<file path="src/rtl/act_pipe_if.sv">
// act_pipe_if: valid/ready input and output channels of the activation pipeline.
// The slave modport is the pipeline's view of the bus; master is the driver/consumer side.
interface act_pipe_if #(
    parameter int NUM_CH          = 4,
    parameter int ACC_WIDTH       = 32,
    parameter int UINT_DATA_WIDTH = 8
);
    logic                              in_valid;
    logic                              in_ready;
    logic [NUM_CH*ACC_WIDTH-1:0]       in_data;
    logic                              in_mode;
    logic                              out_valid;
    logic                              out_ready;
    logic [NUM_CH*UINT_DATA_WIDTH-1:0] out_data;

    modport slave (
        input  in_valid, in_data, in_mode, out_ready,
        output in_ready, out_valid, out_data
    );

    modport master (
        output in_valid, in_data, in_mode, out_ready,
        input  in_ready, out_valid, out_data
    );
endinterface

</file>
<file path="src/rtl/act_pipe.sv">
// act_pipe: two-stage activation (ReLU-clamp or signed zero-point) over NUM_CH accumulators.
// Define ACT_PIPE_ROUND_EN to round half up before the scale-down shift.
module act_pipe #(
    parameter int NUM_CH           = 4,
    parameter int ACC_WIDTH        = 32,
    parameter int UINT_DATA_WIDTH  = 8,
    parameter int WB_LOG2_SCALE    = 7,
    parameter int LOG2_RELU_FACTOR = 1,
    parameter int SAT_CNT_WIDTH    = 16
) (
    input  logic                     clk,
    input  logic                     rst,
    act_pipe_if.slave                bus,
    input  logic                     sat_clr,
    output logic [SAT_CNT_WIDTH-1:0] sat_cnt
);
    localparam int LOG2_SCALE = WB_LOG2_SCALE + LOG2_RELU_FACTOR;
    localparam int IW         = ACC_WIDTH + 1;
    localparam int UW         = UINT_DATA_WIDTH;
    localparam int SVW        = UW + LOG2_SCALE;
    localparam int SW         = SAT_CNT_WIDTH + $clog2(NUM_CH + 1);

    localparam logic signed [IW-1:0] C_ONE   = {{(IW-1){1'b0}}, 1'b1};
    localparam logic signed [IW-1:0] C_U_MAX = (C_ONE <<< (UW + LOG2_SCALE)) - C_ONE;
    localparam logic signed [IW-1:0] C_S_MAX = (C_ONE <<< (UW - 1)) - C_ONE;
    localparam logic signed [IW-1:0] C_S_MIN = -(C_ONE <<< (UW - 1));
`ifdef ACT_PIPE_ROUND_EN
    localparam logic signed [IW-1:0] C_RND   = C_ONE <<< (LOG2_SCALE - 1);
`endif
    localparam logic [UW-1:0]        C_ZP      = {1'b1, {(UW-1){1'b0}}};
    localparam logic [SW-1:0]        C_CNT_MAX = {{(SW-SAT_CNT_WIDTH){1'b0}}, {SAT_CNT_WIDTH{1'b1}}};

    function automatic logic [SW-1:0] f_popcount(input logic [NUM_CH-1:0] v);
        logic [SW-1:0] acc;
        acc = '0;
        for (int i = 0; i < NUM_CH; i++) begin
            acc = acc + {{(SW-1){1'b0}}, v[i]};
        end
        return acc;
    endfunction

    logic                     w_s2_ready;
    logic                     w_s1_ready;
    logic                     w_in_fire;
    logic [NUM_CH-1:0]        w_sat_ev;
    logic [SVW-1:0]           w_clamp [NUM_CH];
    logic [NUM_CH*UW-1:0]     w_s2_data;
    logic [SW-1:0]            w_cnt_sum;
    logic [SAT_CNT_WIDTH-1:0] w_cnt_next;

    logic                     r_s1_valid;
    logic                     r_s1_mode;
    logic [SVW-1:0]           r_s1_val [NUM_CH];
    logic                     r_out_valid;
    logic [NUM_CH*UW-1:0]     r_out_data;
    logic [SAT_CNT_WIDTH-1:0] r_sat_cnt;

    assign w_s2_ready    = !r_out_valid || bus.out_ready;
    assign w_s1_ready    = !r_s1_valid || w_s2_ready;
    assign w_in_fire     = bus.in_valid && w_s1_ready;
    assign bus.in_ready  = w_s1_ready;
    assign bus.out_valid = r_out_valid;
    assign bus.out_data  = r_out_data;
    assign sat_cnt       = r_sat_cnt;

    // S1 holds, per channel, either the clamped ReLU value (pre-shift) or the clamped signed byte.
    for (genvar k = 0; k < NUM_CH; k++) begin : g_ch
        logic signed [IW-1:0] w_x;
        logic signed [IW-1:0] w_sh;
        logic [SVW-1:0]       w_val;
        logic                 w_ev;

        // Range detect and clamp of one channel.
        always_comb begin
            w_x = {bus.in_data[k*ACC_WIDTH+ACC_WIDTH-1], bus.in_data[k*ACC_WIDTH +: ACC_WIDTH]};
`ifdef ACT_PIPE_ROUND_EN
            w_x = w_x + C_RND;
`endif
            w_sh  = w_x >>> LOG2_SCALE;
            w_val = '0;
            w_ev  = 1'b0;
            if (bus.in_mode == 1'b0) begin
                if (w_x[IW-1]) begin
                    w_val = '0;
                    w_ev  = 1'b0;
                end else if (w_x > C_U_MAX) begin
                    w_val = C_U_MAX[SVW-1:0];
                    w_ev  = 1'b1;
                end else begin
                    w_val = w_x[SVW-1:0];
                    w_ev  = 1'b0;
                end
            end else begin
                if (w_sh > C_S_MAX) begin
                    w_val = {{LOG2_SCALE{1'b0}}, C_S_MAX[UW-1:0]};
                    w_ev  = 1'b1;
                end else if (w_sh < C_S_MIN) begin
                    w_val = {{LOG2_SCALE{1'b0}}, C_S_MIN[UW-1:0]};
                    w_ev  = 1'b1;
                end else begin
                    w_val = {{LOG2_SCALE{1'b0}}, w_sh[UW-1:0]};
                    w_ev  = 1'b0;
                end
            end
        end

        assign w_clamp[k]  = w_val;
        assign w_sat_ev[k] = w_ev;
    end

    // S2 datapath: scale-down for ReLU, zero-point offset (MSB flip) for signed mode.
    always_comb begin
        w_s2_data = '0;
        for (int k = 0; k < NUM_CH; k++) begin
            if (r_s1_mode == 1'b0) begin
                w_s2_data[k*UW +: UW] = r_s1_val[k][LOG2_SCALE +: UW];
            end else begin
                w_s2_data[k*UW +: UW] = r_s1_val[k][UW-1:0] + C_ZP;
            end
        end
    end

    // Saturating add of this beat's clamp events.
    always_comb begin
        w_cnt_sum = {{(SW-SAT_CNT_WIDTH){1'b0}}, r_sat_cnt} + f_popcount(w_sat_ev);
        if (w_cnt_sum > C_CNT_MAX) begin
            w_cnt_next = {SAT_CNT_WIDTH{1'b1}};
        end else begin
            w_cnt_next = w_cnt_sum[SAT_CNT_WIDTH-1:0];
        end
    end

    // Stage 1 register: captures mode and clamped channels on every accepted beat.
    always_ff @(posedge clk) begin
        if (rst) begin
            r_s1_valid <= 1'b0;
            r_s1_mode  <= 1'b0;
            r_s1_val   <= '{default: '0};
        end else if (w_s1_ready) begin
            r_s1_valid <= bus.in_valid;
            if (bus.in_valid) begin
                r_s1_mode <= bus.in_mode;
                r_s1_val  <= w_clamp;
            end
        end
    end

    // Stage 2 / output register: holds steady while downstream stalls.
    always_ff @(posedge clk) begin
        if (rst) begin
            r_out_valid <= 1'b0;
            r_out_data  <= '0;
        end else if (w_s2_ready) begin
            r_out_valid <= r_s1_valid;
            if (r_s1_valid) begin
                r_out_data <= w_s2_data;
            end
        end
    end

    // Saturation counter; clear wins over a coincident increment.
    always_ff @(posedge clk) begin
        if (rst) begin
            r_sat_cnt <= '0;
        end else if (sat_clr) begin
            r_sat_cnt <= '0;
        end else if (w_in_fire) begin
            r_sat_cnt <= w_cnt_next;
        end
    end
endmodule

</file>
<file path="src/flat_wrapper.sv">
// flat-port wrapper written by rule: the top's interface ports become plain ports
module act_pipe_flat 
#(
    parameter int NUM_CH           = 4,
    parameter int ACC_WIDTH        = 32,
    parameter int UINT_DATA_WIDTH  = 8,
    parameter int WB_LOG2_SCALE    = 7,
    parameter int LOG2_RELU_FACTOR = 1,
    parameter int SAT_CNT_WIDTH    = 16
)
  (clk, rst, sat_clr, sat_cnt, bus_in_valid, bus_in_data, bus_in_mode, bus_out_ready, bus_in_ready, bus_out_valid, bus_out_data);
  act_pipe_if #(.NUM_CH(NUM_CH), .ACC_WIDTH(ACC_WIDTH), .UINT_DATA_WIDTH(UINT_DATA_WIDTH)) bus_i ();
  input  logic clk;
  input  logic rst;
  input  logic sat_clr;
  output logic [SAT_CNT_WIDTH-1:0] sat_cnt;
  input wire logic [$bits(bus_i.in_valid)-1:0] bus_in_valid;
  input wire logic [$bits(bus_i.in_data)-1:0] bus_in_data;
  input wire logic [$bits(bus_i.in_mode)-1:0] bus_in_mode;
  input wire logic [$bits(bus_i.out_ready)-1:0] bus_out_ready;
  output wire logic [$bits(bus_i.in_ready)-1:0] bus_in_ready;
  output wire logic [$bits(bus_i.out_valid)-1:0] bus_out_valid;
  output wire logic [$bits(bus_i.out_data)-1:0] bus_out_data;
  assign bus_i.in_valid = bus_in_valid;
  assign bus_i.in_data = bus_in_data;
  assign bus_i.in_mode = bus_in_mode;
  assign bus_i.out_ready = bus_out_ready;
  assign bus_in_ready = bus_i.in_ready;
  assign bus_out_valid = bus_i.out_valid;
  assign bus_out_data = bus_i.out_data;
  act_pipe #(.NUM_CH(NUM_CH), .ACC_WIDTH(ACC_WIDTH), .UINT_DATA_WIDTH(UINT_DATA_WIDTH), .WB_LOG2_SCALE(WB_LOG2_SCALE), .LOG2_RELU_FACTOR(LOG2_RELU_FACTOR), .SAT_CNT_WIDTH(SAT_CNT_WIDTH)) u_core (.clk(clk), .rst(rst), .bus(bus_i), .sat_clr(sat_clr), .sat_cnt(sat_cnt));
endmodule
</file>
<file path="config.mk">
export PLATFORM = sky130hd
export DESIGN_NAME = act_pipe_flat
export DESIGN_NICKNAME = d
export VERILOG_FILES = /design/src/rtl/act_pipe_if.sv /design/src/rtl/act_pipe.sv /design/src/flat_wrapper.sv
export SDC_FILE = /design/constraint.sdc
export NUM_CORES = 1
export LEC_CHECK = 0
export ABC_AREA = 1
export CAP_MARGIN = 20
export CORE_MARGIN = 10
export CORE_UTILIZATION = 49
export CTS_BUF_LIST = sky130_fd_sc_hd__clkbuf_8
export CTS_CLUSTER_SIZE = 10
export DETAILED_ROUTE_END_ITERATION = 8
export PLACE_DENSITY = 0.92
export SLEW_MARGIN = 20
export SYNTH_ARGS = -nofsm -noshare
export SYNTH_HDL_FRONTEND = slang
export SYNTH_SLANG_ARGS = --single-unit
</file>
<file path="constraint.sdc">
create_clock -name clk -period 4.4 [get_ports clk]
set_clock_uncertainty 0.2 [all_clocks]
set_input_delay 0.44 -clock clk [delete_from_list [all_inputs] [get_ports clk]]
set_output_delay 0.44 -clock clk [all_outputs]
set_load 0.02 [all_outputs]
</file>
; ---- Word level (Yosys, flattened, before mapping)
; Cells that the tools add are included.
[op_classes]
add_sub_neg = 8
order_cmp = 13
muxes = 45
reduce_logical = 8
[ops]
columns = cell, n
row1 = 16-bit two-way mux, 17
row2 = 32-bit by 17-bit greater-than comparator with 1-bit output (second input constant), 4
row3 = 24-bit by 8-bit greater-than comparator with 1-bit output (second input constant), 4
row4 = 24-bit by 8-bit less-than comparator with 1-bit output (second input constant), 4
row5 = 8-bit two-way mux, 8
row6 = 19-bit by 1-bit adder with 19-bit output, 2
row7 = 8-bit adder (second input constant), 4
row8 = 1-bit two-way mux, 20
row9 = 16-bit by 19-bit adder with 19-bit output, 1
row10 = 19-bit by 16-bit greater-than comparator with 1-bit output (second input constant), 1
row11 = 2-bit AND reduction, 2
row12 = 1-bit by 1-bit adder with 2-bit output, 1
row13 = 1-bit zero test, 2
row14 = 1-bit logical OR, 2
row15 = 2-bit OR reduction, 1
row16 = 1-bit logical AND, 1
[word_totals]
register_bits = 115
input_bits = 134
output_inout_bits = 50
word_cells = 83

; ---- Logic depth before layout (Yosys ltp)
; Gate-level depths: netlist of run 1.
[logic_depth]
depth_word = 10
depth_mapped = 21
ltp_nobuf = 21

; ---- Least setup slack after synthesis of run 1
; No wires, ideal clock.
[synth_path]
path_type = input to register
from = input port bus_in_data[59]
to = register u_core.r_sat_cnt[7], in the netlist u_core.sat_cnt[7]
setup_time_ps = 120
arrival_ps = 3249
slack_ps = 832
path_stages = 20
path_buffers = 2
cell_sequence = nor2_1 > nand2_1 > nor2_1 > nand2_1 > buf_2 > a21oi_1 > a31oi_1 > ha_1 > fa_1 > ha_1 > fa_1 > nand2_2 > a21oi_4 > nand2_2 > nor2_4 > nand4_2 > nand2_2 > inv_2 > buf_6 > a21oi_1
[synth_via]
elab_chain_cells = 10
word_cells_on_any_way = 14
classes_between = add/sub: 4 / order compare: 4 / mux: 6
[synth_rtl]
columns = element, line
row1 = "start, declared", flat_wrapper.sv:18  ; input wire logic [$bits(bus_i.in_data)-1:0] bus_in_data;
row2 = 32-bit by 17-bit greater-than comparator with 1-bit output / 24-bit by 8-bit less-than comparator with 1-bit output (equally long branches), "act_pipe.sv:86, act_pipe.sv:97"
row3 = "1-bit two-way mux, on equally long branches", "act_pipe.sv:86, act_pipe.sv:97"
row4 = "1-bit two-way mux, on equally long branches", "act_pipe.sv:83, act_pipe.sv:94"
row5 = 1-bit two-way mux (*), act_pipe.sv:82  ; if (bus.in_mode == 1'b0) begin
row6 = 1-bit by 1-bit adder with 2-bit output (*), act_pipe.sv:37  ; acc = acc + {{(SW-1){1'b0}}, v[i]};
row7 = 19-bit by 1-bit adder with 19-bit output (*) (2 in a row), act_pipe.sv:37
row8 = 16-bit by 19-bit adder with 19-bit output (*), act_pipe.sv:125  ; w_cnt_sum = {{(SW-SAT_CNT_WIDTH){1'b0}}, r_sat_cnt} + f_popcount(w_sat_ev);
row9 = 19-bit by 16-bit greater-than comparator with 1-bit output, act_pipe.sv:126  ; if (w_cnt_sum > C_CNT_MAX) begin
row10 = 16-bit two-way mux (*), act_pipe.sv:126
row11 = "end signal, assigned", act_pipe.sv:168  ; r_sat_cnt <= w_cnt_next;
row12 = "end, declared", act_pipe.sv:56  ; logic [SAT_CNT_WIDTH-1:0] r_sat_cnt;
; Mark *: on every way between the ends. The rest lies on a longest branch, timed or not.
; A chain may end at the register's enable or synchronous reset.

; ---- Worst setup path in the final report of run 1
[layout_path]
from = input port bus_in_data[19]
to = register u_core.r_sat_cnt[12], in the netlist u_core.sat_cnt[12]
; The elaborated chain is that of the path after synthesis.

==> results of run 1 <==
==> per-layer routing <==
metal  wire [um]  share of wire, %  track usage (%)  up-vias
li1            -                 -                -     3437
met1        8321                41            26.76     3144
met2        9602                47            37.20      342
met3        1887               9.3            6.364       53
met4         515               2.5            8.405        0
met5           0                 0                0        -
==> critical path: stages <==
cell and delay, ns:
clkdlybuf4s50_1 0.45, nor2_1 0.13, nand2_1 0.08, nor2_1 0.19, nand2_1 0.12, a21oi_1 0.16, a31oi_1 0.08, ha_1 0.32
fa_1 0.48, ha_1 0.25, fa_1 0.43, nand2_2 0.12, a21oi_4 0.06, nand2_2 0.08, nor2_4 0.04, nand4_2 0.08
nand2_2 0.08, inv_2 0.24, nand2_1 0.08, nand2_1 0.06, inv_1 0.04
==> cells in the final DEF (no fill, tap or decap), types with 3 or more instances in the layout <==
cell,synthesis,final
a21boi_0,7,7
a21oi_1,69,69
a31oi_1,33,33
buf_4,0,17
bufinv_16,0,4
clkbuf_8,0,20
clkdlybuf4s50_1,0,182
clkinvlp_4,0,4
dfxtp_1,115,115
ha_1,5,5
inv_1,63,63
inv_2,6,6
nand2_1,271,271
nand2_2,3,3
nand3_1,44,44
nand3b_1,12,12
nand4_1,6,6
nor2_1,104,104
nor2_2,3,3
nor3_1,4,4
nor3_2,4,4
o211ai_1,4,4
o21ai_0,92,92
o21ai_1,13,13
o21ai_2,4,4
xnor2_1,5,5
xor2_1,5,5
==> through the flow <==
stage / setup WS, ns / cells
after floorplan: 0.8318 / 937
after global placement: 0.3014 / 1258
after detailed placement: 0.1863 / 1258
after CTS: 0.5805 / 1290
after global routing: 0.2873 / 1290
final: 0.5363 / 1290
==> flip-flops by register name, summed over array words and instances (netlist names) <==
| register | cells |
|---|---|
| u_core.bus.out_valid | 1 |
| u_core.r_s1_mode | 1 |
| u_core.bus.out_data | 32 |
| u_core.sat_cnt | 16 |
| u_core.r_s1_valid | 1 |
| u_core.r_s1_val | 64 |
==> worst min-delay path by stage <==
stage / slack (ns) / start / endpoint / cells past startpoint
2_1_floorplan: 0.24 / u_core.r_s1_val[56] / u_core.r_s1_val[56] / 2
3_3_place_gp: 0.25 / u_core.r_s1_val[40] / u_core.r_s1_val[40] / 2
3_5_place_dp: 0.26 / u_core.r_s1_val[11] / u_core.r_s1_val[11] / 2
4_1_cts: 0.27 / u_core.r_s1_val[11] / u_core.r_s1_val[11] / 2
5_1_grt: 0.28 / u_core.r_s1_val[42] / u_core.r_s1_val[42] / 2
6_report: 0.26 / u_core.r_s1_val[47] / u_core.r_s1_val[47] / 2
==> power groups by stage <==
stage / Combinational (mW) / Sequential [mW] / Clock [mW]
3_5_place_dp: 0.509 / 1.16 / 0
5_1_grt: 0.566 / 1.14 / 1.16
2_1_floorplan: 0.224 / 1.19 / 0
3_3_place_gp: 0.500 / 1.16 / 0
6_report: 0.518 / 1.14 / 1.10
4_1_cts: 0.517 / 1.14 / 1.11
==> kinds of logic after synthesis <==
kind of cell,after synthesis
adders and majority gates,7
xor gates and xnor gates,10
and+or+nand+nor,462
buffers and inverters,117
AOI/OAI and AO/OA,226
DFF,115
==> cell type report <==
| type | instances | area share, % |
|---|---|---|
| tap | 168 | 2.456 |
| multi-input combinational | 705 | 39.45 |
| clock buffer | 20 | 3.216 |
| sequential | 115 | 26.90 |
| timing repair buffer | 200 | 22.83 |
| clock inverter | 12 | 2.076 |
| inverter | 70 | 3.070 |
==> flow_metrics.env, run 1 <==
export IMPL_outcome="finished clean"
export IMPL_syn_inst=937
export IMPL_synth_top_family_by_area="simple AND/OR/NAND/NOR gates"
export IMPL_finalNetCount=1250
export IMPL_ys_seq_area_share_pct=37.44
export IMPL_r2r_end="u_core.sat_cnt[12]"
export IMPL_cp_startpoint="bus_in_data[19]"
export IMPL_synth_top_cell_area_share_pct=37.44
export IMPL_drive_gt1_share_pct=7.041
export IMPL_wl_mm=20.33
export IMPL_cts_buffers_inserted=17
export IMPL_grt_overflow=0
export IMPL_grt_start_max_net_pins=64
export IMPL_power_switching_share_pct=27.04
export IMPL_post_cts_resized=0
export IMPL_synth_avg_cell_area_um2=6.562
export IMPL_synth_common_cells="nand2_1 (271), dfxtp_1 (115), nor2_1 (104)"
export IMPL_routed_via_density=5.408
export IMPL_drv_slew=0
export IMPL_vias=6976
export IMPL_placed_area_um2=8107
export IMPL_start_util_pct=50.56
export IMPL_cts_hold_buf=0
export IMPL_post_cts_setup_buffer_count=0
export IMPL_synth_mux_area_share_pct=0
export IMPL_final_core_util_pct=70.38
export IMPL_r2r_start="u_core.sat_cnt[0]"
export IMPL_yosys_area_top_type="dfxtp_1"
export IMPL_drc_errors=0
export IMPL_worstSetupPathType="in2reg"
export IMPL_critPathLaunchType="input pin"
export IMPL_rsz0062_at_grt="false"
export IMPL_grt_pass1_vias=6516
export IMPL_internal_power_mw=2.012
export IMPL_coreArea_um2=12160
export IMPL_worstMarginPinSlew_ns=0.9180
export IMPL_cp_arrival_ns=4.01
export IMPL_syn_nets=1078
export IMPL_p_clk_share_pct=39.9
export IMPL_cts_tree="done"
export IMPL_ant_nets=0
export IMPL_diodes=0
export IMPL_ir_drop_mv=0.2643
export IMPL_critPathCaptureType="flop"
export IMPL_required_ns=4.55
export IMPL_clk_pin_slew_ns=0.07
export IMPL_period_share_pct=87.81
export IMPL_critPathMaxFanout=13
export IMPL_antenna_found_initial=0
export IMPL_critPathCapture="u_core.sat_cnt[12]"
export IMPL_drt_wirelength_per_cell_um=15.76
export IMPL_synth_simple_gate_area_share_pct=31.73
export IMPL_yosysMostFrequentCell="nand2_1"
export IMPL_multi_input_area_um2=3377
export IMPL_htree_num_levels=4
export IMPL_yosys_most_used_dff="dfxtp_1"
export IMPL_port_buffers=183
export IMPL_clock_sinks=115
export IMPL_hold_path_class="reg2reg"
export IMPL_p_leak_nw=3.356
export IMPL_io_pins=184
export IMPL_final_hold_viol_count=0
export IMPL_synth_compound_area_share_pct=20.11
export IMPL_gp_congestion=0.8929
export IMPL_synth_xor_area_share_pct=1.425
export IMPL_regArea_um2=2302
export IMPL_power_mw=2.758
export IMPL_area_growth_pct=39.21
export IMPL_hpwl_mm=14.61
export IMPL_fin_setup_tns_ns=0
export IMPL_ys_top_cells_by_area="dfxtp_1 (37%), nand2_1 (17%), o21ai_0 (7.5%)"
export IMPL_fillers=974
export IMPL_root_buffer="clkbuf_8"
export IMPL_die_w_um=132.0
export IMPL_combPwrFrac_pct=18.8
export IMPL_final_area_um2=8559
export IMPL_ys_warn_count=0
export IMPL_synth_edf_count=0
export IMPL_min_period_ns=3.864
export IMPL_netlist_area_um2=6148
export IMPL_fp_dieH_um=132.0
export IMPL_finalSetupViolations=0
export IMPL_dr_pass1_iters=6
export IMPL_rrSetupSlack_ns=1.68
export IMPL_synth_distinct_cells=39
export IMPL_hold_ws_ns=0.2650
export IMPL_synth_seq_cells=115
export IMPL_dr_first_iter_drc_count=666
export IMPL_clk_path_buf_depth=2
export IMPL_std_cell_rows=40
export IMPL_fmax_mhz=258.8
export IMPL_p_seq_share_pct=41.3
export IMPL_async_flop_share_pct=0
export IMPL_dieArea_um2=17430
export IMPL_maxCapViolations=0
export IMPL_slew_headroom_pct=38.57
export IMPL_grt_usage_pct=22.40
export IMPL_power_density_nw_per_um2=322.2
export IMPL_synthAdderAreaFrac_pct=1.669
export IMPL_grt_first_pass_wirelength_mm=32.26
export IMPL_clock_latency_ns=0.45
export IMPL_r2r_cells=13
export IMPL_p_switching_mw=0.7458
Power figures use the tool's default switching activity.
==> run 2, diff against run 1 <==
GPL_ROUTABILITY_DRIVEN = 0   (was not set)
MAX_ROUTING_LAYER = met4   (was not set)
==> run 2 against run 1 <==
Non-clock buffer count is the same. Sequential power is essentially flat. Count of clock-buffer cells in the layout is the same. Sequential cell count is the same. Critical endpoint unchanged. Total power shrank 0.12%. First-iteration DRC count grew 0.30%. Worst hold slack is essentially flat. Largest cell class unchanged.
==> flow_metrics.env, run 2 (synthesis gave the netlist of run 1 again) <==
export IMPL_clock_sinks=115
export IMPL_crit_family="adder cells"
export IMPL_cts_hold_buf=0
export IMPL_power_mw=2.755
export IMPL_routed_via_density=5.372
export IMPL_io_pins=184
export IMPL_hold_path_class="reg2reg"
export IMPL_cp_depth=21
export IMPL_htree_num_levels=4
export IMPL_dieArea_um2=17430
export IMPL_hp_start="u_core.r_s1_val[47]"
export IMPL_drv_slew=0
export IMPL_period_share_pct=87.53
export IMPL_root_buffer="clkbuf_8"
export IMPL_dr_first_iter_drc_count=668
export IMPL_internal_power_mw=2.012
export IMPL_crit_buf_inv=3
export IMPL_cts_buffers_inserted=17
export IMPL_antenna_found_initial=0
export IMPL_crit_path_top_delay_cell="fa_1"
export IMPL_post_cts_setup_buffer_count=0
export IMPL_std_cell_rows=40
export IMPL_port_buffers=183
export IMPL_largest_register="u_core.r_s1_val"
export IMPL_p_switching_mw=0.7424
export IMPL_mostFrequentLayoutCells="nand2_1 (271), clkdlybuf4s50_1 (182), dfxtp_1 (115)"
export IMPL_hold_ws_ns=0.2652
export IMPL_clk_pin_slew_ns=0.07
export IMPL_grt_overflow=0
export IMPL_drt_wirelength_per_cell_um=15.71
export IMPL_grt_usage_pct=23.04
export IMPL_fillers=974
export IMPL_rsz0062_at_grt="false"
export IMPL_drc_errors=0
export IMPL_ir_drop_mv=0.2644
export IMPL_die_w_um=132.0
export IMPL_required_ns=4.55
export IMPL_wl_met1_mm=8.480
export IMPL_met2WireLength_mm=9.675
export IMPL_p_clk_share_pct=39.9
export IMPL_rrSetupSlack_ns=1.68
export IMPL_layout_setup_ws_ns=0.5488
export IMPL_maxCapViolations=0
export IMPL_r2r_cells=13
export IMPL_grt_first_pass_wirelength_mm=32.23
export IMPL_final_hold_viol_count=0
export IMPL_cts_tree="done"
export IMPL_drive_gt1_share_pct=7.041
export IMPL_crit_path_cell_trace="clkdlybuf4s50_1, nor2_1, nand2_1, nor2_1, nand2_1, a21oi_1, a31oi_1, ha_1, fa_1, ha_1, fa_1, nand2_2, a21oi_4, nand2_2, nor2_4, nand4_2, nand2_2, inv_2, nand2_1, nand2_1, inv_1"
export IMPL_wl_mm=20.27
export IMPL_coreArea_um2=12160
export IMPL_start_util_pct=50.56
export IMPL_layout_commonest_cell="nand2_1"
export IMPL_r2r_start="u_core.sat_cnt[0]"
export IMPL_largest_register_ffs=64
export IMPL_max_stage_delay_ns=0.48
export IMPL_grt_pass1_vias=6523
export IMPL_p_seq_share_pct=41.3
export IMPL_dr_pass1_iters=6
export IMPL_finalNetCount=1250
export IMPL_highest_layer="met4"
export IMPL_ant_nets=0
export IMPL_worstMarginPinSlew_ns=0.9433
export IMPL_pre_cts_slack_ns=0.1863
export IMPL_crit_top_cell="nand2_1"
export IMPL_outcome="finished clean"
export IMPL_critPathCaptureType="flop"
export IMPL_min_period_ns=3.851
export IMPL_power_density_nw_per_um2=321.8
export IMPL_hpwl_mm=14.61
export IMPL_p_leak_nw=3.356
export IMPL_combPwrFrac_pct=18.8
export IMPL_grt_start_max_net_pins=64
export IMPL_area_growth_pct=39.21
export IMPL_fmax_mhz=259.7
export IMPL_clock_latency_ns=0.44
export IMPL_power_switching_share_pct=26.95
export IMPL_fin_setup_tns_ns=0
export IMPL_post_cts_resized=0
export IMPL_critPathMaxFanout=13
export IMPL_clk_path_buf_depth=2
export IMPL_fp_dieH_um=132.0
export IMPL_finalSetupViolations=0
export IMPL_final_core_util_pct=70.38
export IMPL_diodes=0
export IMPL_slew_headroom_pct=36.88
export IMPL_worstSetupPathType="in2reg"
export IMPL_wl_met3_mm=1.615
export IMPL_vias=6930
export IMPL_cp_arrival_ns=4.00
export IMPL_min_path_cells=2
export IMPL_critPathLaunchType="input pin"
export IMPL_cp_startpoint="bus_in_data[26]"
-- run 2: cell counts in the layout (fill, tap and decap cells not counted) --
Identical to the previous run, type by type.
-- run 2: final timing paths --
kind / end
setup / recovery: u_core.sat_cnt[12]
hold / removal: u_core.r_s1_val[47]
hold reg to reg: u_core.r_s1_val[47]
setup reg to reg: u_core.sat_cnt[12]
-- run 2: through the flow --
stage / instances / area [um2]
global route: 1290 / 8559
CTS: 1290 / 8559
finish: 1290 / 8559
floorplan: 937 / 6148
global placement: 1258 / 8107
detailed placement: 1258 / 8107
-- run 2: final cells by class --
| class | count | area [um2] | share of cell area, % |
|---|---|---|---|
| clock buffers | 20 | 275.3 | 3.216 |
| clock inverters | 12 | 177.7 | 2.076 |
| inverters | 70 | 262.8 | 3.070 |
| multi-input cells | 705 | 3377 | 39.45 |
| flip-flops and latches | 115 | 2302 | 26.90 |
| well taps | 168 | 210.2 | 2.456 |
| repair buffers | 200 | 1954 | 22.83 |
-- run 2: power groups by stage --
stage          sequential (mW)  clock [mW]  combinational, mW
6_report                  1.14        1.10              0.518
3_3_place_gp              1.16           0              0.500
4_1_cts                   1.14        1.11              0.517
3_5_place_dp              1.16           0              0.509
5_1_grt                   1.14        1.16              0.566
2_1_floorplan             1.19           0              0.224
-- run 2: metal layers --
| metal | vias up | GRT usage, % |
|---|---|---|
| met5 | - | - |
| met4 | 0 | 8.405 |
| met3 | 42 | 5.259 |
| met2 | 330 | 37.28 |
| met1 | 3126 | 27.38 |
| li1 | 3432 | - |
-- run 2: worst min-delay path, stage by stage (launching register included) --
cell	delay (ns)
dfxtp_1	0.31
nand2_1	0.06
a21oi_1	0.05
==> run 3, diff against run 2 <==
CORE_MARGIN = 4   (was 10)
CTS_CLUSTER_SIZE = 20   (was 10)
==> run 3 against run 2 <==
First-iteration DRC count shrank 5.2%. Total power shrank 2.0%. Final cell count shrank 0.39%. Utilization shrank 0.53 points. Critical endpoint unchanged. Final area shrank 0.76%. Die area shrank 17%. Critical path type unchanged. Routed wire length shrank 5.4%. Sequential cell count is the same. Combinational power shrank 3%. Highest routed layer unchanged. Fmax grew 0.71%.
==> flow_metrics.env, run 3 (synthesis gave the netlist of run 1 again) <==
export IMPL_fin_setup_tns_ns=0
export IMPL_power_mw=2.698
export IMPL_pre_cts_slack_ns=0.1765
export IMPL_layout_setup_ws_ns=0.5761
export IMPL_power_density_nw_per_um2=317.7
export IMPL_fp_dieH_um=120.0
export IMPL_drv_slew=0
export IMPL_antenna_found_initial=0
export IMPL_max_stage_delay_ns=0.46
export IMPL_die_w_um=120.0
export IMPL_grt_first_pass_wirelength_mm=30.60
export IMPL_clock_latency_ns=0.44
export IMPL_finalSetupViolations=0
export IMPL_critPathCapture="u_core.sat_cnt[12]"
export IMPL_cts_buffers_inserted=17
export IMPL_r2r_cells=13
export IMPL_hold_ws_ns=0.2656
export IMPL_largest_register="u_core.r_s1_val"
export IMPL_final_core_util_pct=69.85
export IMPL_hpwl_mm=13.15
export IMPL_drive_gt1_share_pct=6.625
export IMPL_ir_drop_mv=0.2057
export IMPL_critPathCaptureType="flop"
export IMPL_outcome="finished clean"
export IMPL_grt_start_max_net_pins=64
export IMPL_root_buffer="clkbuf_8"
export IMPL_worstMarginPinSlew_ns=0.8944
export IMPL_area_growth_pct=38.16
export IMPL_cts_tree="done"
export IMPL_maxCapViolations=0
export IMPL_min_path_cells=2
export IMPL_period_share_pct=86.91
export IMPL_dr_pass1_iters=5
export IMPL_drt_wirelength_per_cell_um=14.93
export IMPL_wl_mm=19.18
export IMPL_finalNetCount=1245
export IMPL_required_ns=4.53
export IMPL_worstSetupPathType="in2reg"
export IMPL_post_cts_setup_buffer_count=0
export IMPL_crit_path_top_delay_cell="fa_1"
export IMPL_clk_pin_slew_ns=0.06
export IMPL_placed_area_um2=8069
export IMPL_drc_errors=0
export IMPL_post_cts_resized=0
export IMPL_final_area_um2=8494
export IMPL_clock_sinks=115
export IMPL_port_buffers=183
export IMPL_grt_usage_pct=26.88
export IMPL_critPathMaxFanout=13
export IMPL_rrSetupSlack_ns=1.68
export IMPL_dr_first_iter_drc_count=633
export IMPL_io_pins=184
export IMPL_p_leak_nw=3.323
export IMPL_start_util_pct=50.56
export IMPL_vias=6928
export IMPL_min_period_ns=3.824
export IMPL_routed_via_density=5.391
export IMPL_hold_path_class="reg2reg"
export IMPL_r2r_start="u_core.sat_cnt[0]"
export IMPL_cp_startpoint="bus_in_data[56]"
export IMPL_ant_nets=0
export IMPL_final_hold_viol_count=0
export IMPL_critPathLaunchType="input pin"
export IMPL_r2r_end="u_core.sat_cnt[12]"
export IMPL_grt_overflow=0
export IMPL_fillers=1005
export IMPL_cts_hold_buf=0
export IMPL_crit_path_cell_trace="clkdlybuf4s50_1, nor2_1, nand2_1, nor2_1, nand2_1, a21oi_1, a31oi_1, ha_1, fa_1, ha_1, fa_1, nand2_2, a21oi_4, nand2_2, nor2_4, nand4_2, nand2_2, inv_2, nand2_1, nand2_1, inv_1"
export IMPL_htree_num_levels=4
export IMPL_dieArea_um2=14400
export IMPL_crit_top_cell="nand2_1"
export IMPL_rsz0062_at_grt="false"
export IMPL_grt_pass1_vias=6441
export IMPL_mostFrequentLayoutCells="nand2_1 (271), clkdlybuf4s50_1 (182), dfxtp_1 (115)"
export IMPL_largest_register_ffs=64
export IMPL_fin_cells=1285
export IMPL_fmax_mhz=261.5
export IMPL_layout_commonest_cell="nand2_1"
export IMPL_place_inst=1253
export IMPL_coreArea_um2=12160
export IMPL_clk_path_buf_depth=2
export IMPL_slew_headroom_pct=39.91
export IMPL_std_cell_rows=40
export IMPL_diodes=0
export IMPL_cp_arrival_ns=3.96
[run 3: changes by cell type in the layout (fill, tap and decap cells not counted), sizes merged]
cell,before,now
buf,18,13
clkbuf,20,17
clkinv,4,7
[run 3: metal layers]
layer / vias up / part of all wire, % / GRT usage [%]
met3: 37 / 7.0 / 5.702
met1: 3163 / 42 / 32.64
li1: 3422 / - / -
met2: 306 / 49 / 44.15
met5: - / 0 / -
met4: 0 / 2.0 / 9.735
[run 3: worst min-delay path by stage]
stage,from,to,slack [ns]
5_1_grt,u_core.r_s1_val[10],u_core.r_s1_val[10],0.28
3_3_place_gp,u_core.r_s1_val[45],u_core.r_s1_val[45],0.25
3_5_place_dp,u_core.r_s1_val[25],u_core.r_s1_val[25],0.26
4_1_cts,u_core.r_s1_val[25],u_core.r_s1_val[25],0.27
6_report,u_core.r_s1_val[42],u_core.r_s1_val[42],0.27
2_1_floorplan,u_core.r_s1_val[56],u_core.r_s1_val[56],0.24
[run 3: critical path, delay by kind of cell]
family                     cells  cell delay (ns)
AOI/OAI and AO/OA              3             0.31
adders and majority gates      4             1.48
buffers and inverters          3             0.73
and+or+nand+nor               11             1.00
[run 3: area by class of cell]
| cell class | instances | area [um2] | area share [%] |
|---|---|---|---|
| tap | 168 | 210.2 | 2.475 |
| clock inverter | 15 | 191.4 | 2.254 |
| sequential | 115 | 2302 | 27.10 |
| timing repair buffer | 195 | 1917 | 22.57 |
| clock buffer | 17 | 234.0 | 2.754 |
| inverter | 70 | 262.8 | 3.093 |
| multi-input combinational | 705 | 3377 | 39.76 |
[run 3: power by group]
| group | switching, mW | total, mW | internal, mW |
|---|---|---|---|
| Sequential | 0.0384 | 1.14 | 1.10 |
| Clock | 0.442 | 1.05 | 0.610 |
| Combinational | 0.262 | 0.505 | 0.243 |
| Total | 0.742 | 2.70 | 1.96 |
==> variant 1: new RTL, config.mk and constraints of run 3 <==
Make the reset (`rst`) asynchronous in 3 clocked blocks.
--- a/src/rtl/act_pipe.sv
+++ b/src/rtl/act_pipe.sv
@@ -132,5 +132,5 @@
 
     // Stage 1 register: captures mode and clamped channels on every accepted beat.
-    always_ff @(posedge clk) begin
+    always_ff @(posedge clk or posedge rst) begin
         if (rst) begin
             r_s1_valid <= 1'b0;
@@ -147,5 +147,5 @@
 
     // Stage 2 / output register: holds steady while downstream stalls.
-    always_ff @(posedge clk) begin
+    always_ff @(posedge clk or posedge rst) begin
         if (rst) begin
             r_out_valid <= 1'b0;
@@ -160,5 +160,5 @@
 
     // Saturation counter; clear wins over a coincident increment.
-    always_ff @(posedge clk) begin
+    always_ff @(posedge clk or posedge rst) begin
         if (rst) begin
             r_sat_cnt <= '0;
Check against the original RTL: differs if rst is asserted again (counterexample within 4 cycles, from zero or initial values and one cycle with rst high); with rst held inactive, the same outputs for 4 cycles.
==> variant 1 against run 3 <==
  * Sequential cell count is the same
  * Design area grew 1.6%
  * Critical endpoint is now u_core.sat_cnt[3]
  * Synthesized area is 1.9% higher
  * Routed wire length down 4.7%
  * Power is 19% higher
  * Setup slack got worse by 57 ps
  * Maximum frequency decreased by 1.5%
==> variant 1: results (changes against run 3) <==
Synth
The post-synthesis adder-cell area fraction was 0.01637 (was 0.01669). The cell count after synthesis is 853 (was 937). The post-synthesis async set-or-reset flop share was 1.000 (was 0). The number of nets in the synthesized netlist came to 994 (was 1078). Cell types with the highest counts after synthesis: 283 x sky130_fd_sc_hd__nand2_1, 140 x sky130_fd_sc_hd__nor2_1, 115 x sky130_fd_sc_hd__dfrtp_1 (was 271 x sky130_fd_sc_hd__nand2_1, 115 x sky130_fd_sc_hd__dfxtp_1, 104 x sky130_fd_sc_hd__nor2_1).

Largest cells by area after synthesis: sky130_fd_sc_hd__dfrtp_1 46%, sky130_fd_sc_hd__nand2_1 17%, sky130_fd_sc_hd__nor2_1 8.4%, sky130_fd_sc_hd__o21ai_0 4.6%, sky130_fd_sc_hd__a31oi_1 3.2% (was sky130_fd_sc_hd__dfxtp_1 37%, sky130_fd_sc_hd__nand2_1 17%, sky130_fd_sc_hd__o21ai_0 7.5%, sky130_fd_sc_hd__nor2_1 6.3%, sky130_fd_sc_hd__a21oi_1 5.6%). The sequential area share after synthesis is 0.4592 (was 0.3744). The compound-cell area share of the yosys netlist came to 0.1445 (was 0.2011). The parity-gate share of the synthesized area counting xor and xnor cells is 0.005590 (was 0.01425).

Outcome
Result of the run: complete, no violations (unchanged).

Pwr
The peak ir drop on the vdd network is 0.1971 mV (was 0.2057 mV). The static leakage is 3.876 nW (was 3.323 nW).

Route
The top metal layer carrying routed signals is met4 (unchanged). The total length of routed met2 wires is 9.235 mm (was 9.352 mm). The routed length per instance came to 14.94 microns (was 14.93 microns). The total wirelength of the detailed-routed design is 18.28 mm (was 19.18 mm). The met1 wire length is 7.639 mm (was 8.089 mm). The met3 wire length is 1.046 mm (was 1.350 mm). The total number of vias is 6438 (was 6928). The number of DRC markers in iteration 0 came to 746 (was 633). The first-pass detailed-route iteration total is 6 (was 5).

Critical path
The endpoint of the most critical register-to-register path was u_core.sat_cnt[3] (was u_core.sat_cnt[12]). The slowest stage cell on the critical path was sky130_fd_sc_hd__fa_1 (unchanged). The maximum single-stage delay on the critical path is 510 ps (was 460 ps). The worst reg2reg path startpoint is u_core.sat_cnt[0] (unchanged). The critical path arrival is 4040 ps (was 3960 ps). The startpoint of the most critical setup path was bus_in_data[22] (was bus_in_data[56]). The worst-case register-to-register setup slack is 1530 ps (was 1680 ps).

Global route
The number of global-route vias before repair was 6142 (was 6441). The pin count of the biggest net entering global routing was 77 (was 64). The first-pass GRT wire length is 29.37 mm (was 30.60 mm). The global routing met3 resource utilization is 0.05361 (was 0.05702).

The global-route met2 utilization is 0.4227 (was 0.4415). The total global routing track utilization is 0.2598 (was 0.2688). The met1 usage is 0.3211 (was 0.3264).

Placed design
The half-perimeter wire length after detailed placement is 13.20 mm (was 13.15 mm). The cell count after placement came to 1191 (was 1253). The port buffer count is 183 (unchanged).

Cells and area
The fraction of final layout cells with drive strength greater than 1 was 0.06280 (was 0.06625). The number of flip-flops under the largest register name is 64 (unchanged).

Clocking
The maximum root-to-sink buffer count is 2 (unchanged).

STA
The actual slew at the worst max-slew pin is 1090 ps (was 894.4 ps).
[variant 1: worst min-delay path by stage]
| stage | start | slack, ps | end |
|---|---|---|---|
| 6_report | u_core.r_s1_val[63] | 280 | u_core.r_s1_val[63] |
| 5_1_grt | u_core.r_s1_val[12] | 300 | u_core.r_s1_val[12] |
| 4_1_cts | u_core.r_s1_val[63] | 280 | u_core.r_s1_val[63] |
| 3_5_place_dp | u_core.r_s1_val[63] | 270 | u_core.r_s1_val[63] |
| 3_3_place_gp | u_core.r_s1_val[31] | 260 | u_core.r_s1_val[31] |
| 2_1_floorplan | u_core.r_s1_val[31] | 240 | u_core.r_s1_val[31] |
[variant 1: final cells by class]
type                       count  area, sq um
sequential                   115         2878
fill                        1026         3940
tap                          172        215.2
multi-input combinational    660         3060
timing repair buffer         199         1952
clock buffer                  20        275.3
inverter                      45        171.4
clock inverter                12        76.32
[variant 1: power by group]
part / leakage (nW) / switching (W) / internal (W) / total [W]
Clock: 0.211 / 0.000402 / 0.000472 / 0.000874
Sequential: 1.43 / 0.000106 / 0.00124 / 0.00135
Combinational: 2.23 / 0.000533 / 0.000458 / 0.000991
[variant 1: worst min-delay path, stage by stage (launching register included)]
cell and delay (ps):
sky130_fd_sc_hd__dfrtp_1 340, sky130_fd_sc_hd__nand2_1 60, sky130_fd_sc_hd__nand2_1 50
[variant 1: per-stage QoR]
step                      area [sq um]  hold WS (ps)    util  setup WS, ps
final                             8628         284.4  0.6865         519.2
after global routing              8628         300.6  0.6865         239.0
after CTS                         8628         282.3  0.6865         544.1
after detailed placement          8277         266.0  0.6585         65.16
after global placement            8277         258.6  0.6585         194.9
after floorplan                   6267         244.0       -         710.8
==> variant 2: new RTL, config.mk and constraints of run 3 <==
Made on the original files. `NUM_CH` is set to 4 in 3 places; all go to 2.
--- a/src/rtl/act_pipe_if.sv
+++ b/src/rtl/act_pipe_if.sv
@@ -2,5 +2,5 @@
 // The slave modport is the pipeline's view of the bus; master is the driver/consumer side.
 interface act_pipe_if #(
-    parameter int NUM_CH          = 4,
+    parameter int NUM_CH          = 2,
     parameter int ACC_WIDTH       = 32,
     parameter int UINT_DATA_WIDTH = 8
--- a/src/rtl/act_pipe.sv
+++ b/src/rtl/act_pipe.sv
@@ -2,5 +2,5 @@
 // Define ACT_PIPE_ROUND_EN to round half up before the scale-down shift.
 module act_pipe #(
-    parameter int NUM_CH           = 4,
+    parameter int NUM_CH           = 2,
     parameter int ACC_WIDTH        = 32,
     parameter int UINT_DATA_WIDTH  = 8,
--- a/src/flat_wrapper.sv
+++ b/src/flat_wrapper.sv
@@ -2,5 +2,5 @@
 module act_pipe_flat 
 #(
-    parameter int NUM_CH           = 4,
+    parameter int NUM_CH           = 2,
     parameter int ACC_WIDTH        = 32,
     parameter int UINT_DATA_WIDTH  = 8,
Interface: changed (resized bus_in_data and bus_out_data); port bits go from 184 to 104. No check against the original RTL was run, so the function may have changed too.
==> variant 2 against run 3 <==
  * Global-route usage down 2.1 points
  * Sequential cell count down 48
  * Setup slack better by 320 ps
  * Synthesized area down 42%
  * Routed wire length down 45%
  * Non-clock buffer count down 90
  * Design area down 44%
  * Worst hold slack better by 2.2 ps
  * Power down 50%
==> variant 2: results (changes against run 3) <==
Global route
The number of global-route vias before repair was 3708 (was 6441). The total global routing track utilization is 0.2477 (was 0.2688). The pin count of the biggest net entering global routing is 43 (was 64). The first-pass GRT wire length is 16.99 mm (was 30.60 mm).

Route
The total length of routed met2 wires is 5.373 mm (was 9.352 mm). The total number of vias came to 3974 (was 6928). The first-pass detailed-route iteration total is 6 (was 5).

The total wirelength of the detailed-routed design is 10.55 mm (was 19.18 mm). The met3 wire length is 844 microns (was 1.350 mm).

Critical path
The family with the most delay on the worst path is simple AND/OR/NAND/NOR gates (was adder cells). The largest fanout on the critical path is 10 (was 13). The endpoint of the most critical register-to-register path is u_core.r_s1_val[16] (was u_core.sat_cnt[12]).

The slowest stage cell on the critical path is sky130_fd_sc_hd__nor3_2 (was sky130_fd_sc_hd__fa_1).

Pwr
The part of the power in the clock network is 0.335 (was 0.390). The combinational share of power is 0.175 (was 0.187). The cell internal power dissipation came to 0.0009641 W (was 0.001956 W).

The static leakage is 1.870 nW (was 3.323 nW).

Synth
The sequential area share after synthesis is 0.3765 (was 0.3744). Largest cells by area after synthesis: sky130_fd_sc_hd__dfxtp_1 38%, sky130_fd_sc_hd__nand2_1 17%, sky130_fd_sc_hd__nor2_1 5.8%, sky130_fd_sc_hd__o21ai_0 5.8%, sky130_fd_sc_hd__a21oi_1 5.5% (was sky130_fd_sc_hd__dfxtp_1 37%, sky130_fd_sc_hd__nand2_1 17%, sky130_fd_sc_hd__o21ai_0 7.5%, sky130_fd_sc_hd__nor2_1 6.3%, sky130_fd_sc_hd__a21oi_1 5.6%). The compound-cell area share of the yosys netlist is 0.1791 (was 0.2011).

Cell types with the highest counts after synthesis: 161 x sky130_fd_sc_hd__nand2_1, 67 x sky130_fd_sc_hd__dfxtp_1, 55 x sky130_fd_sc_hd__nor2_1 (was 271 x sky130_fd_sc_hd__nand2_1, 115 x sky130_fd_sc_hd__dfxtp_1, 104 x sky130_fd_sc_hd__nor2_1). The post-synthesis adder-cell area fraction is 0.01616 (was 0.01669).

Outcome
Result of the run: complete, no violations (unchanged).

Cells and area
The number of flip-flops under the largest register name came to 32 (was 64). The final-stage net count is 696 (was 1245). The number of fill cells in the layout came to 550 (was 1005). The fraction of final layout cells with drive strength greater than 1 was 0.06709 (was 0.06625).

Clocking
The level count of the clock H-tree is 3 (was 4). The number of buffers created by CTS came to 9 (was 17).

Worst hold path
The end of the worst hold path is u_core.r_s1_val[29] (was u_core.r_s1_val[42]). The beginning of the worst hold path is u_core.r_s1_val[29] (was u_core.r_s1_val[42]).

STA
The actual slew at the worst max-slew pin is 821.7 ps (was 894.4 ps).

Placed design
The half-perimeter wire length after detailed placement is 7.728 mm (was 13.15 mm).
[variant 2: cell families after synthesis]
family | Yosys count
compound gates | 115
buf+inv | 59
simple gates | 278
fa+ha+maj | 4
xor+xnor | 5
flops | 67
[variant 2: metal layers]
layer,track usage,up-vias
li1,-,1931
met1,0.2912,1820
met2,0.4300,204
met3,0.04344,19
met4,0.07814,0
met5,-,-
[variant 2: worst max path at each step]
| stage | from | endpoint | cells after the start |
|---|---|---|---|
| 2_1_floorplan | bus_in_data[55] | u_core.sat_cnt[13] | 16 |
| 3_3_place_gp | bus_in_data[62] | u_core.sat_cnt[13] | 18 |
| 3_5_place_dp | bus_in_data[61] | u_core.sat_cnt[13] | 18 |
| 4_1_cts | bus_in_data[61] | u_core.sat_cnt[13] | 18 |
| 5_1_grt | bus_in_data[19] | u_core.sat_cnt[13] | 19 |
| 6_report | bus_in_data[61] | u_core.sat_cnt[13] | 18 |
[variant 2: through the flow]
stage | util | total power (W) | hold slack [ps] | instances | setup slack (ps)
floorplan | - | 0.0007806 | 244.5 | 528 | 1341
global placement | 0.6663 | 0.0008913 | 252.1 | 707 | 731.8
detailed placement | 0.6663 | 0.0008987 | 255.5 | 707 | 555.2
CTS | 0.6905 | 0.001335 | 266.2 | 722 | 903.9
global route | 0.6905 | 0.001384 | 281.2 | 722 | 576.8
finish | 0.6905 | 0.001339 | 267.8 | 722 | 895.9
[variant 2: final cells by class]
cell class | instances | area (sq um) | area share
clock buffers | 10 | 137.6 | 0.02871
clock inverters | 5 | 30.03 | 0.006263
inverters | 37 | 141.4 | 0.02949
multi-input cells | 402 | 1978 | 0.4126
flip-flops and latches | 67 | 1341 | 0.2798
well taps | 96 | 120.1 | 0.02505
repair buffers | 105 | 1046 | 0.2182
